## config.mk

```make
export PLATFORM = sky130hd
export DESIGN_NAME = obstacle_motion_gen_flat
export DESIGN_NICKNAME = d
export VERILOG_FILES = /design/src/rtl/obstacle_motion_gen_if.sv /design/src/rtl/obstacle_motion_gen.sv /design/src/flat_wrapper.sv
export SDC_FILE = /design/constraint.sdc
export NUM_CORES = 1
export LEC_CHECK = 0
export CAP_MARGIN = 20
export CORE_UTILIZATION = 60
export CTS_BUF_LIST = sky130_fd_sc_hd__clkbuf_8
export DETAILED_ROUTE_END_ITERATION = 16
export HOLD_SLACK_MARGIN = 0.03
export PLACE_DENSITY = 0.86
export SKIP_CTS_REPAIR_TIMING = 1
export SLEW_MARGIN = 20
export SYNTH_ARGS = -nofsm -noshare
export SYNTH_HDL_FRONTEND = slang
export SYNTH_SLANG_ARGS = --single-unit
```

## constraint.sdc

```tcl
create_clock -name clock -period 5.3 [get_ports clock]
set_input_delay 1.06 -clock clock [delete_from_list [all_inputs] [get_ports clock]]
set_output_delay 1.06 -clock clock [all_outputs]
set_load 0.02 [all_outputs]
```

## src/rtl/obstacle_motion_gen_if.sv

```systemverilog
// Control and position bus between the game top level and one obstacle generator.
interface obstacle_motion_gen_if #(
    parameter int unsigned X_W     = 8,
    parameter int unsigned Y_W     = 7,
    parameter int unsigned SPEED_W = 4
);
    logic               restart;
    logic               enable;
    logic               mode;
    logic [SPEED_W-1:0] speed;
    logic [X_W-1:0]     x_q;
    logic [Y_W-1:0]     y_q;
    logic [1:0]         lane_q;
    logic               wrap;

    // Game top level: drives control, consumes position.
    modport master (
        output restart, enable, mode, speed,
        input  x_q, y_q, lane_q, wrap
    );

    // Obstacle generator: consumes control, drives position.
    modport slave (
        input  restart, enable, mode, speed,
        output x_q, y_q, lane_q, wrap
    );
endinterface

```

## src/rtl/obstacle_motion_gen.sv

```systemverilog
// Single-obstacle motion generator: falling y with wrap, x in lane or bounce mode.
module obstacle_motion_gen #(
    parameter int unsigned X_W      = 8,
    parameter int unsigned Y_W      = 7,
    parameter int unsigned Y_TOP    = 119,
    parameter int unsigned Y_INIT   = 119,
    parameter int unsigned X_MIN    = 1,
    parameter int unsigned X_MAX    = 119,
    parameter int unsigned LANE0    = 2,
    parameter int unsigned LANE1    = 40,
    parameter int unsigned LANE2    = 20,
    parameter int unsigned LANE3    = 30,
    parameter bit          DIR_INIT = 1'b1,
    parameter int unsigned SPEED_W  = 4,
    parameter logic [7:0]  SEED     = 8'hA5
) (
    input  logic                  clock,
    input  logic                  resetn,
    obstacle_motion_gen_if.slave  bus
);

    localparam logic [Y_W-1:0] Y_TOP_V  = Y_W'(Y_TOP);
    localparam logic [Y_W-1:0] Y_INIT_V = Y_W'(Y_INIT);
    localparam logic [X_W-1:0] X_MIN_V  = X_W'(X_MIN);
    localparam logic [X_W-1:0] X_MAX_V  = X_W'(X_MAX);
    localparam logic [X_W-1:0] LANE0_V  = X_W'(LANE0);
    localparam logic [X_W-1:0] LANE1_V  = X_W'(LANE1);
    localparam logic [X_W-1:0] LANE2_V  = X_W'(LANE2);
    localparam logic [X_W-1:0] LANE3_V  = X_W'(LANE3);

    logic               dir_q;
    logic [7:0]         lfsr_q;
    logic [SPEED_W-1:0] div_q;

    logic               div_hit_c;
    logic               step_c;
    logic               y_zero_c;
    logic [7:0]         lfsr_next_c;
    logic [X_W-1:0]     bounce_x_c;
    logic               bounce_dir_c;

    // Lane index to column lookup.
    function automatic logic [X_W-1:0] lane_col(input logic [1:0] idx);
        logic [X_W-1:0] col;
        case (idx)
            2'd0:    col = LANE0_V;
            2'd1:    col = LANE1_V;
            2'd2:    col = LANE2_V;
            default: col = LANE3_V;
        endcase
        return col;
    endfunction

    // Step qualification; restart suppresses any step on the same cycle.
    always_comb begin
        div_hit_c   = (div_q == bus.speed);
        step_c      = bus.enable & ~bus.restart & div_hit_c;
        y_zero_c    = (bus.y_q == '0);
        lfsr_next_c = {lfsr_q[6:0], lfsr_q[7] ^ lfsr_q[5] ^ lfsr_q[4] ^ lfsr_q[3]};
    end

    // Bounce next position; reversal moves away from the limit in the same step.
    always_comb begin
        bounce_dir_c = dir_q;
        bounce_x_c   = bus.x_q;
        if (dir_q) begin
            if (bus.x_q >= X_MAX_V) begin
                bounce_dir_c = 1'b0;
                bounce_x_c   = bus.x_q - X_W'(1);
            end else begin
                bounce_x_c   = bus.x_q + X_W'(1);
            end
        end else begin
            if (bus.x_q <= X_MIN_V) begin
                bounce_dir_c = 1'b1;
                bounce_x_c   = bus.x_q + X_W'(1);
            end else begin
                bounce_x_c   = bus.x_q - X_W'(1);
            end
        end
    end

    // Enable divider; counts modulo 2^SPEED_W so a lowered speed still gets matched.
    always_ff @(posedge clock or negedge resetn) begin
        if (!resetn) begin
            div_q <= '0;
        end else if (bus.restart) begin
            div_q <= '0;
        end else if (bus.enable) begin
            div_q <= div_hit_c ? '0 : div_q + SPEED_W'(1);
        end
    end

    // LFSR advances only on steps.
    always_ff @(posedge clock or negedge resetn) begin
        if (!resetn) begin
            lfsr_q <= SEED;
        end else if (bus.restart) begin
            lfsr_q <= SEED;
        end else if (step_c) begin
            lfsr_q <= lfsr_next_c;
        end
    end

    // Vertical fall with explicit wrap to the top row and a one-cycle wrap pulse.
    always_ff @(posedge clock or negedge resetn) begin
        if (!resetn) begin
            bus.y_q  <= Y_INIT_V;
            bus.wrap <= 1'b0;
        end else if (bus.restart) begin
            bus.y_q  <= Y_INIT_V;
            bus.wrap <= 1'b0;
        end else begin
            bus.wrap <= step_c & y_zero_c;
            if (step_c) begin
                bus.y_q <= y_zero_c ? Y_TOP_V : bus.y_q - Y_W'(1);
            end
        end
    end

    // Horizontal position, lane choice and bounce direction.
    always_ff @(posedge clock or negedge resetn) begin
        if (!resetn) begin
            bus.x_q    <= LANE0_V;
            bus.lane_q <= 2'd0;
            dir_q      <= DIR_INIT;
        end else if (bus.restart) begin
            bus.x_q    <= LANE0_V;
            bus.lane_q <= 2'd0;
            dir_q      <= DIR_INIT;
        end else if (step_c) begin
            if (bus.mode) begin
                bus.x_q <= bounce_x_c;
                dir_q   <= bounce_dir_c;
            end else if (y_zero_c) begin
                bus.lane_q <= lfsr_q[1:0];
                bus.x_q    <= lane_col(lfsr_q[1:0]);
            end else begin
                bus.x_q <= lane_col(bus.lane_q);
            end
        end
    end

endmodule

```

## src/flat_wrapper.sv

```systemverilog
// flat-port wrapper written by rule: the top's interface ports become plain ports
module obstacle_motion_gen_flat 
#(
    parameter int unsigned X_W      = 8,
    parameter int unsigned Y_W      = 7,
    parameter int unsigned Y_TOP    = 119,
    parameter int unsigned Y_INIT   = 119,
    parameter int unsigned X_MIN    = 1,
    parameter int unsigned X_MAX    = 119,
    parameter int unsigned LANE0    = 2,
    parameter int unsigned LANE1    = 40,
    parameter int unsigned LANE2    = 20,
    parameter int unsigned LANE3    = 30,
    parameter bit          DIR_INIT = 1'b1,
    parameter int unsigned SPEED_W  = 4,
    parameter logic [7:0]  SEED     = 8'hA5
)
  (clock, resetn, bus_restart, bus_enable, bus_mode, bus_speed, bus_x_q, bus_y_q, bus_lane_q, bus_wrap);
  obstacle_motion_gen_if #(.X_W(X_W), .Y_W(Y_W), .SPEED_W(SPEED_W)) bus_i ();
  input  logic clock;
  input  logic resetn;
  input wire logic [$bits(bus_i.restart)-1:0] bus_restart;
  input wire logic [$bits(bus_i.enable)-1:0] bus_enable;
  input wire logic [$bits(bus_i.mode)-1:0] bus_mode;
  input wire logic [$bits(bus_i.speed)-1:0] bus_speed;
  output wire logic [$bits(bus_i.x_q)-1:0] bus_x_q;
  output wire logic [$bits(bus_i.y_q)-1:0] bus_y_q;
  output wire logic [$bits(bus_i.lane_q)-1:0] bus_lane_q;
  output wire logic [$bits(bus_i.wrap)-1:0] bus_wrap;
  assign bus_i.restart = bus_restart;
  assign bus_i.enable = bus_enable;
  assign bus_i.mode = bus_mode;
  assign bus_i.speed = bus_speed;
  assign bus_x_q = bus_i.x_q;
  assign bus_y_q = bus_i.y_q;
  assign bus_lane_q = bus_i.lane_q;
  assign bus_wrap = bus_i.wrap;
  obstacle_motion_gen #(.X_W(X_W), .Y_W(Y_W), .Y_TOP(Y_TOP), .Y_INIT(Y_INIT), .X_MIN(X_MIN), .X_MAX(X_MAX), .LANE0(LANE0), .LANE1(LANE1), .LANE2(LANE2), .LANE3(LANE3), .DIR_INIT(DIR_INIT), .SPEED_W(SPEED_W), .SEED(SEED)) u_core (.clock(clock), .resetn(resetn), .bus(bus_i));
endmodule
```

==> metrics.md, run 1 <==
| Metric | Value |
|---|---|
| Status | `finished clean` |
| CTS tree | `yes` |
| Maximum VDD drop | `0.000201 V` |
| Largest net degree at the start of global routing | `32` |
| R2R Path End | `u_core.bus.x_q[3]$_DFFE_PN0P_` |
| Area contributors post-synth | `dfrtp_1, dfstp_2, ha_1, nand2_1, xor2_1` |
| Worst R2R Start | `u_core.bus.x_q[1]$_DFFE_PN1P_` |
| Residual DRC count | `0` |
| Die area | `0.00366 mm^2` |
| Core area | `0.00315 mm^2` |
| # fillers | `228` |
| Starting DRT DRC Count | `112` |
| Initial Util | `0.652` |
| Num ports | `27` |
| # port buffers | `26` |
| Nets | `271` |
| Detail Route met2 WL | `2170 um` |
| Root Driver | `clkbuf_8` |
| Final Max Tran Viols | `0` |
| Dpl hpwl | `3120 um` |
| Syn Std Cell Area | `0.00206 mm^2` |
| Number of synthesized flops with an enable pin | `0` |
| Final setup fails | `0` |
| Routed wire length | `4610 um` |
| Met1 WL | `2200 um` |
| Mapped Cells | `228` |
| Worst min-delay path startpoint | `u_core.lfsr_q[2]$_DFFE_PN1P_` |
| CP required | `5500 ps` |
| Synthesis-stage register bit count | `31` |
| Power Internal | `0.378 mW` |
| Aggregate global routing overflow | `0` |
| Post-Syn Nets | `248` |
| Count leader, synth | `nand2_1` |
| Final Cycle Share | `0.571` |
| Netlist cell types | `52` |
| Data arrival, critical path | `3230 ps` |
| Hold Path Stages | `2` |
| Max cap viols | `0` |
| Dominant synthesized flop cell | `dfrtp_1` |
| Reg2Reg Depth | `6` |
| Net Sw Frac | `0.240` |
| Routed length on met3 | `188 um` |
| Asr flop ratio synth | `1.00` |
| Yosys warns | `0` |
| CP max FO | `18` |
| Clock period minus worst slack | `3020 ps` |
| Final RePlAce weighted congestion | `0.942` |
| Detail Route Antenna Nets | `0` |
| Global-route wire length before repair | `7640 um` |
| Vias | `1793` |
| Pre-CTS setup slack | `2010 ps` |
| Vias in the first global route | `1690` |
| Synthesized area per cell | `9.02 um^2` |
| Sum of negative setup slack | `0 ps` |
| Fmax | `331 MHz` |
| Share of layout cells above drive strength 1 | `0.107` |
| Slew @ Worst Pin | `872 ps` |
| RSZ-0062 raised after global routing | `false` |
| # clock sinks | `31` |
| Worst-Skew Late Latency | `290 ps` |
| Num CTS Buffers | `5` |
| Die H | `60.5 um` |
| H-tree depth | `2` |
| R2R setup slack | `2740 ps` |
| Final hold violation count | `0` |
| P&R area growth vs syn | `18.3%` |
| Startpoint types | `input port` |
| Logic pwr share | `0.096` |
| Routed len/inst | `15.6 um` |
| Max-Slew Margin vs Limit | `0.412` |
| Power Total | `0.498 mW` |
| Vias per Instance | `6.06` |
| Switching power total | `0.120 mW` |
| Setup crit end kind | `flip-flop` |
| Initial antenna violation count | `0` |
| Clock Tree Buf Depth | `2` |
| Most frequent cells after synthesis | `nand2_1, dfrtp_1, nor2_1` |
| Leak Pwr | `0.995 nW` |
| Sequential share of the synthesized area | `0.385` |
| Clock Skew | `7.53 ps` |
| Storage cell area | `791 um^2` |
| Die width | `60.5 um` |
| Clk network pwr share | `0.406` |
| Worst Hold Class | `reg -> reg` |
| Uppermost routed layer | `met4` |
| Row count | `20` |
| Worst-path clk slew | `60 ps` |
| Drt pass-1 iters | `4` |
| Pwr per Cell Area | `205 mW/mm^2` |
| Largest area contributor in the netlist | `dfrtp_1` |
| Reg power frac | `0.498` |
| Multi-input logic area | `0.00117 mm^2` |
| Setup WS post-layout | `2280 ps` |
| GRT Resource Usage Total | `0.283` |
| Post-synth top area share | `0.231` |
| ANT cells | `0` |
| Critical path class | `in -> reg` |
| Post-Route Utilization | `0.771` |
| Worst hold endpoint | `u_core.lfsr_q[2]$_DFFE_PN1P_` |
==> cell families after synthesis <==
family	synth area share
xor gates and xnor gates	0.0511
buffers and inverters	0.0481
DFF	0.385
and+or+nand+nor	0.261
muxes	0.0304
adders and majority gates	0.0669
AOI/OAI and AO/OA	0.158
==> worst max-delay path, stage by stage <==
cell	delay, ps
clkdlybuf4s50_1	420
xor2_1	180
nor4_1	280
buf_4	220
nand2_1	360
or4_1	540
o211ai_1	160
==> power by group through the flow <==
stage                     Combinational [mW]  Sequential, mW  Clock, mW
after floorplan                       0.0274           0.252          0
after global placement                0.0463           0.252          0
after detailed placement              0.0473           0.252          0
after CTS                             0.0479           0.248      0.207
after global routing                  0.0530           0.248      0.217
final                                 0.0479           0.248      0.202
==> placed cells by master, fill, tap and decap left out, drive strengths merged, types with 2 or more instances in the layout <==
master,count
xnor2,5
a211o,2
o211ai,2
or4,4
nand3b,4
nand2b,5
dfstp,12
mux2,2
nor3b,2
buf,2
o21a,2
clkbuf,7
and3,2
nor2b,2
nor3,12
xor2,7
nand2,21
ha,11
a21oi,12
nand3,9
inv,13
nor2,17
dfrtp,19
nand4,9
clkdlybuf4s50,26
a22o,2
a31oi,4
nor4,3
o2111ai,4
mux2i,4
o21bai,3
o21ai,6
o31ai,2
==> state kept, by name, summed over array words and instances (netlist names) <==
name,count
u_core.bus.x_q,8
u_core.dir_q,1
u_core.div_q,4
u_core.bus.wrap,1
u_core.lfsr_q,8
u_core.bus.y_q,7
u_core.bus.lane_q,2
==> metrics by stage <==
stage / hold slack, ps / cells / cell area, um^2
floorplan: 465 / 228 / 2060
global placement: 482 / 288 / 2330
detailed placement: 483 / 288 / 2330
CTS: 496 / 296 / 2430
global route: 511 / 296 / 2430
finish: 496 / 296 / 2430
==> metal layers <==
metal / track usage / up-vias
li1: - / 879
met1: 0.379 / 865
met2: 0.440 / 43
met3: 0.0640 / 6
met4: 0.130 / 0
met5: 0 / -
==> area by class of cell <==
type,instances,area share
Clock inverter,1,0.00154
Clock buffer,7,0.0396
Inverter,12,0.0185
Timing Repair Buffer,28,0.113
Sequential cell,31,0.325
Multi-Input combinational cell,173,0.479
Tap cell,44,0.0226
==> worst max path at each step <==
stage                                          endpoint  slack, ps  cells past startpoint         start
after floorplan           u_core.bus.x_q[3]$_DFFE_PN0P_       2760                      6  bus_speed[1]
after detailed placement  u_core.bus.x_q[6]$_DFFE_PN0P_       2010                      7  bus_speed[1]
after CTS                 u_core.bus.x_q[6]$_DFFE_PN0P_       2300                      7  bus_speed[1]
after global placement    u_core.bus.x_q[6]$_DFFE_PN0P_       2080                      7  bus_speed[1]
final                     u_core.bus.x_q[6]$_DFFE_PN0P_       2280                      7  bus_speed[1]
after global routing      u_core.bus.x_q[6]$_DFFE_PN0P_       2140                      7  bus_speed[1]
(Power assumes the default switching activity.)
==> run 2, diff against run 1 <==
CORE_UTILIZATION = 57   (was 60)
PLACE_DENSITY = 0.82   (was 0.86)
clock period = 2.9 ns   (was 5.3 ns; I/O delays follow)
==> run 2 against run 1 <==
Against the previous run:
- global-route usage down 1.3 points
- clock power up 63%
- clock skew down 3.5 ps
- first-iteration DRC count up 74%
- critical path depth down 2
- worst setup slack worse by 1800 ps
- register-to-register slack worse by 2300 ps
- non-clock buffer count up 7
- critical endpoint is now u_core.bus.x_q[2]$_DFFE_PN0P_
- largest cell class unchanged
==> metrics.md, run 2 (synthesis results as in run 1) <==
| Metric | Value |
|---|---|
| Row count | `21 (was 20)` |
| Power Total | `0.873 mW (was 0.498 mW)` |
| # port buffers | `26 (unchanged)` |
| Num CTS Buffers | `5 (unchanged)` |
| Setup WS post-layout | `457 ps (was 2280 ps)` |
| Num ports | `27 (unchanged)` |
| Routed wire length | `4690 um (was 4610 um)` |
| Die H | `62.1 um (was 60.5 um)` |
| Data arrival, critical path | `2650 ps (was 3230 ps)` |
| Max cap viols | `0 (unchanged)` |
| Fmax | `409 MHz` |
| WHS | `496 ps (about the same)` |
| Initial Util | `0.606 (was 0.652)` |
| Final Max Tran Viols | `0 (unchanged)` |
| ANT cells | `0 (unchanged)` |
| CP max FO | `10 (was 18)` |
| CP max stage delay | `670 ps (was 540 ps)` |
| Maximum VDD drop | `0.000336 V (was 0.000201 V)` |
| GRT Resource Usage Total | `0.270 (was 0.283)` |
| Starting DRT DRC Count | `195 (was 112)` |
| Critical path cell sequence | `or4_4, or4b_1, and3_4, or2_0, o211ai_1 (was clkdlybuf4s50_1, xor2_1, nor4_1, buf_4, nand2_1, or4_1, o211ai_1)` |
| Vias in the first global route | `1658 (was 1690)` |
| # clock sinks | `31 (unchanged)` |
| RSZ-0062 raised after global routing | `false (unchanged)` |
| Status | `finished clean (unchanged)` |
| Routed len/inst | `15.4 um (was 15.6 um)` |
| CTS tree | `yes (unchanged)` |
| Critical path class | `reg -> reg (was in -> reg)` |
| P&R area growth vs syn | `20.3% (was 18.3%)` |
| Top Registers | `u_core.bus.x_q x8, u_core.lfsr_q x8, u_core.bus.y_q x7 (unchanged)` |
| Max-Slew Margin vs Limit | `0.693 (was 0.412)` |
| Drt pass-1 iters | `4 (unchanged)` |
| Share of layout cells above drive strength 1 | `0.131 (was 0.107)` |
| Die area | `0.00385 mm^2 (was 0.00366 mm^2)` |
| Met1 WL | `2130 um (was 2200 um)` |
| Final Non-Filler Cells | `305 (was 296)` |
| Die width | `62.1 um (was 60.5 um)` |
| Detail Route Antenna Nets | `0 (unchanged)` |
| Detail Route met2 WL | `2230 um (was 2170 um)` |
| Post-Route Utilization | `0.729 (was 0.771)` |
| DP Cell Count | `297 (was 288)` |
| Clock Skew | `4.08 ps (was 7.53 ps)` |
| H-tree depth | `2 (unchanged)` |
| Commonest non-fill, non-tap cell in the layout | `clkdlybuf4s50_1 (unchanged)` |
| Vias per Instance | `6.09 (was 6.06)` |
| Final instance area | `0.00247 mm^2 (was 0.00243 mm^2)` |
| Reg2Reg Depth | `5 (was 6)` |
| Hold Path Stages | `2 (unchanged)` |
| Vias | `1856 (was 1793)` |
| Final RePlAce weighted congestion | `0.909 (was 0.942)` |
| Worst-Skew Late Latency | `280 ps (was 290 ps)` |
| Aggregate global routing overflow | `0 (unchanged)` |
| Largest net degree at the start of global routing | `32 (unchanged)` |
| Setup crit end kind | `flip-flop (unchanged)` |
| Initial antenna violation count | `0 (unchanged)` |
| Dpl hpwl | `3280 um (was 3120 um)` |
| Sum of negative setup slack | `0 ps (unchanged)` |
| Leak Pwr | `1.02 nW (was 0.995 nW)` |
| Final hold violation count | `0 (unchanged)` |
| Global-route wire length before repair | `7510 um (was 7640 um)` |
| CP required | `3100 ps (was 5500 ps)` |
| Core area | `0.00339 mm^2 (was 0.00315 mm^2)` |
| Clock period minus worst slack | `2440 ps` |
| Routed length on met3 | `246 um (was 188 um)` |
| Residual DRC count | `0 (unchanged)` |
| Post-DP Area | `0.00239 mm^2 (was 0.00233 mm^2)` |
| Worst-path clk slew | `70 ps (was 60 ps)` |
| Pre-CTS setup slack | `438 ps (was 2010 ps)` |
| Final setup fails | `0 (unchanged)` |
| Uppermost routed layer | `met4 (unchanged)` |
| CP max-delay cell | `or4b_1 (was or4_1)` |
| Pwr per Cell Area | `353 mW/mm^2 (was 205 mW/mm^2)` |
| Slew @ Worst Pin | `447 ps (was 872 ps)` |
| Most frequent cells in the layout | `clkdlybuf4s50_1, nand2_1, dfrtp_1 (unchanged)` |
| Clock Tree Buf Depth | `2 (unchanged)` |
| Nets | `278 (was 271)` |
| Worst Hold Class | `reg -> reg (unchanged)` |
| Final Cycle Share | `0.843` |
| Root Driver | `clkbuf_8 (unchanged)` |
| Startpoint types | `flip-flop (was input port)` |
[run 2: changes by cell type in the layout (fill, tap and decap cells not counted), sizes merged]
| cell | delta |
|---|---|
| buf | +7 |
| clkbuf | -2 |
| clkinv | +1 |
| clkinvlp | +1 |
[run 2: where the power goes]
part           total, mW  internal, mW  switching [mW]
sequential         0.453         0.443          0.0101
combinational     0.0909        0.0390          0.0519
clock              0.329         0.164           0.165
[run 2: critical path, delay by kind of cell (launching register included)]
family / cells / cell delay, ps
AND/OR/NAND/NOR: 4 / 1690
flip-flops: 1 / 500
AO/OA/AOI/OAI: 1 / 180
[run 2: area by class of cell]
class | count | area, um^2
repair buffers | 35 | 328
clock inverters | 3 | 16.3
inverters | 12 | 45.0
multi-input cells | 173 | 1170
flip-flops and latches | 31 | 791
fillers | 252 | 917
well taps | 46 | 57.6
clock buffers | 5 | 68.8
[run 2: path summary, 6_finish.rpt]
kind	slack (ps)	end	startpoint
min in group asynchronous	680	u_core.div_q[0]$_DFFE_PN0P_	resetn
min reg2reg	500	u_core.lfsr_q[2]$_DFFE_PN1P_	u_core.lfsr_q[2]$_DFFE_PN1P_
max reg2reg	460	u_core.bus.x_q[2]$_DFFE_PN0P_	u_core.bus.x_q[2]$_DFFE_PN0P_
min	500	u_core.lfsr_q[2]$_DFFE_PN1P_	u_core.lfsr_q[2]$_DFFE_PN1P_
max	460	u_core.bus.x_q[2]$_DFFE_PN0P_	u_core.bus.x_q[2]$_DFFE_PN0P_
max in group asynchronous	1890	u_core.bus.x_q[1]$_DFFE_PN1P_	resetn
[run 2: per-layer routing]
metal | vias to the layer above | GRT usage
li1 | 892 | -
met2 | 59 | 0.422
met5 | - | 0
met3 | 13 | 0.0600
met4 | 0 | 0.121
met1 | 892 | 0.358
==> run 3, diff against run 2 <==
clock period = 2.5 ns   (was 2.9 ns; I/O delays follow)
==> run 3 against run 2 <==
Against the previous run:
- design area up 1.8%
- first-iteration DRC count down 40%
- sequential share of layout area decreased by 0.56 points
- largest cell class unchanged
- highest routed layer unchanged
==> metrics.md, run 3 (synthesis results as in run 1) <==
| Metric | Value |
|---|---|
| Post-DP Area | `0.00243 mm^2 (was 0.00239 mm^2)` |
| Maximum VDD drop | `0.000349 V (was 0.000336 V)` |
| GRT Resource Usage Total | `0.254 (was 0.270)` |
| Detail Route met2 WL | `2030 um (was 2230 um)` |
| Vias in the first global route | `1578 (was 1658)` |
| Max cap viols | `0 (unchanged)` |
| Max-Slew Margin vs Limit | `0.707 (was 0.693)` |
| Final RePlAce weighted congestion | `0.909 (about the same)` |
| Num CTS Buffers | `5 (unchanged)` |
| ANT cells | `0 (unchanged)` |
| Pwr per Cell Area | `403 mW/mm^2 (was 353 mW/mm^2)` |
| Data arrival, critical path | `2510 ps (was 2650 ps)` |
| Critical Path End | `u_core.bus.x_q[2]$_DFFE_PN0P_ (unchanged)` |
| # clock sinks | `31 (unchanged)` |
| Critical path class | `reg -> reg (unchanged)` |
| Dpl hpwl | `3210 um (was 3280 um)` |
| Initial antenna violation count | `0 (unchanged)` |
| CP max-delay cell | `or4b_1 (unchanged)` |
| # port buffers | `26 (unchanged)` |
| Nets | `284 (was 278)` |
| Detail Route Antenna Nets | `0 (unchanged)` |
| Final Cycle Share | `0.924 (was 0.843)` |
| Row count | `21 (unchanged)` |
| Sum of negative setup slack | `0 ps (unchanged)` |
| Vias | `1816 (was 1856)` |
| Final hold violation count | `0 (unchanged)` |
| CP required | `2710 ps (was 3100 ps)` |
| # fillers | `266 (was 252)` |
| Setup crit end kind | `flip-flop (unchanged)` |
| Routed wire length | `4470 um (was 4690 um)` |
| Residual DRC count | `0 (unchanged)` |
| Leak Pwr | `1.05 nW (was 1.02 nW)` |
| Aggregate global routing overflow | `0 (unchanged)` |
| R2R Path End | `u_core.bus.x_q[2]$_DFFE_PN0P_ (unchanged)` |
| Startpoint types | `flip-flop (unchanged)` |
| Core area | `0.00339 mm^2 (unchanged)` |
| Top Registers | `u_core.bus.x_q x8, u_core.lfsr_q x8, u_core.bus.y_q x7 (unchanged)` |
| Die width | `62.1 um (unchanged)` |
| Fmax | `433 MHz (was 409 MHz)` |
| Met1 WL | `2220 um (was 2130 um)` |
| Uppermost routed layer | `met4 (unchanged)` |
| DP Cell Count | `303 (was 297)` |
| Worst Hold Class | `reg -> reg (unchanged)` |
| Most frequent cells in the layout | `clkdlybuf4s50_1, nand2_1, dfrtp_1 (unchanged)` |
| Clock Skew | `5.88 ps (was 4.08 ps)` |
| Critical path cell sequence | `or4_4, or4b_1, and3_4, or2_0, o211ai_1 (unchanged)` |
| Die area | `0.00385 mm^2 (unchanged)` |
| Reg2Reg Depth | `5 (unchanged)` |
| Final instance area | `0.00252 mm^2 (was 0.00247 mm^2)` |
| Final Max Tran Viols | `0 (unchanged)` |
| Status | `finished clean (unchanged)` |
| Starting DRT DRC Count | `117 (was 195)` |
| Die H | `62.1 um (unchanged)` |
| CP max stage delay | `660 ps (was 670 ps)` |
| Setup WS post-layout | `191 ps (was 457 ps)` |
| H-tree depth | `2 (unchanged)` |
| Routed length on met3 | `210 um (was 246 um)` |
| R2R setup slack | `190 ps (was 460 ps)` |
| Routed len/inst | `14.4 um (was 15.4 um)` |
| Initial Util | `0.606 (unchanged)` |
| CP max FO | `7 (was 10)` |
| P&R area growth vs syn | `22.4% (was 20.3%)` |
| Clock period minus worst slack | `2310 ps (was 2440 ps)` |
| Final setup fails | `0 (unchanged)` |
| Largest net degree at the start of global routing | `32 (unchanged)` |
| Vias per Instance | `5.84 (was 6.09)` |
| Slew @ Worst Pin | `427 ps (was 447 ps)` |
| Final Non-Filler Cells | `311 (was 305)` |
| Worst R2R Start | `u_core.bus.x_q[4]$_DFFE_PN0P_ (was u_core.bus.x_q[2]$_DFFE_PN0P_)` |
| Multi-input logic area | `0.00117 mm^2 (unchanged)` |
| Storage cell area | `791 um^2 (unchanged)` |
| Commonest non-fill, non-tap cell in the layout | `clkdlybuf4s50_1 (unchanged)` |
| Global-route wire length before repair | `7180 um (was 7510 um)` |
| Worst-Skew Late Latency | `280 ps (about the same)` |
| Worst-path clk slew | `70 ps (about the same)` |
| RSZ-0062 raised after global routing | `false (unchanged)` |
| Root Driver | `clkbuf_8 (unchanged)` |
| Num ports | `27 (unchanged)` |
| Share of layout cells above drive strength 1 | `0.155 (was 0.131)` |
| Post-Route Utilization | `0.742 (was 0.729)` |
| CTS tree | `yes (unchanged)` |
| Critical Path Start | `u_core.bus.x_q[4]$_DFFE_PN0P_ (was u_core.bus.x_q[2]$_DFFE_PN0P_)` |
| Pre-CTS setup slack | `37.9 ps (was 438 ps)` |
| Clock Tree Buf Depth | `2 (unchanged)` |
| Drt pass-1 iters | `4 (unchanged)` |
==> run 3: cell types whose count changed in the layout (fill, tap and decap cells not counted), sizes merged <==
cell,before,now
inv,13,12
clkinvlp,1,0
buf,9,15
clkinv,1,3
==> run 3: critical path: cells and delay by family, from the launching register on <==
| family | cells | cell delay [ps] |
|---|---|---|
| and+or+nand+nor | 4 | 1700 |
| AOI/OAI and AO/OA | 1 | 160 |
| DFF | 1 | 380 |
==> run 3: stage by stage <==
stage	hold WS, ps	power [mW]
after floorplan	204	0.592
after global placement	481	0.638
after detailed placement	486	0.642
after CTS	495	1.02
after global routing	529	1.05
final	495	1.01
==> run 3: power breakdown <==
| part | internal [mW] | switching, mW | total, mW |
|---|---|---|---|
| clock network | 0.190 | 0.190 | 0.380 |
| logic | 0.0468 | 0.0613 | 0.108 |
| registers | 0.514 | 0.0111 | 0.525 |
==> run 3: routing by layer <==
layer	up-vias	global-route usage
li1	903	-
met1	855	0.366
met2	55	0.377
met3	3	0.0642
met4	0	0.0698
met5	-	0
==> run 3: layout make-up <==
type,instances,area share
clock inverter,3,0.00597
timing repair buffer,41,0.148
clock buffer,5,0.0273
sequential,31,0.314
tap,46,0.0229
inverter,12,0.0179
multi-input combinational,173,0.463
==> run 3: how the worst min path moves through the flow <==
stage	startpoint	endpoint	slack [ps]	depth (start not counted)
after CTS	u_core.lfsr_q[2]$_DFFE_PN1P_	u_core.lfsr_q[2]$_DFFE_PN1P_	500	2
after detailed placement	u_core.lfsr_q[2]$_DFFE_PN1P_	u_core.lfsr_q[2]$_DFFE_PN1P_	490	2
after global placement	u_core.lfsr_q[2]$_DFFE_PN1P_	u_core.lfsr_q[2]$_DFFE_PN1P_	480	2
final	u_core.lfsr_q[2]$_DFFE_PN1P_	u_core.lfsr_q[3]$_DFFE_PN0P_	500	2
after global routing	u_core.lfsr_q[2]$_DFFE_PN1P_	u_core.lfsr_q[3]$_DFFE_PN0P_	530	2
after floorplan	resetn	u_core.bus.lane_q[0]$_DFFE_PN0P_	200	0
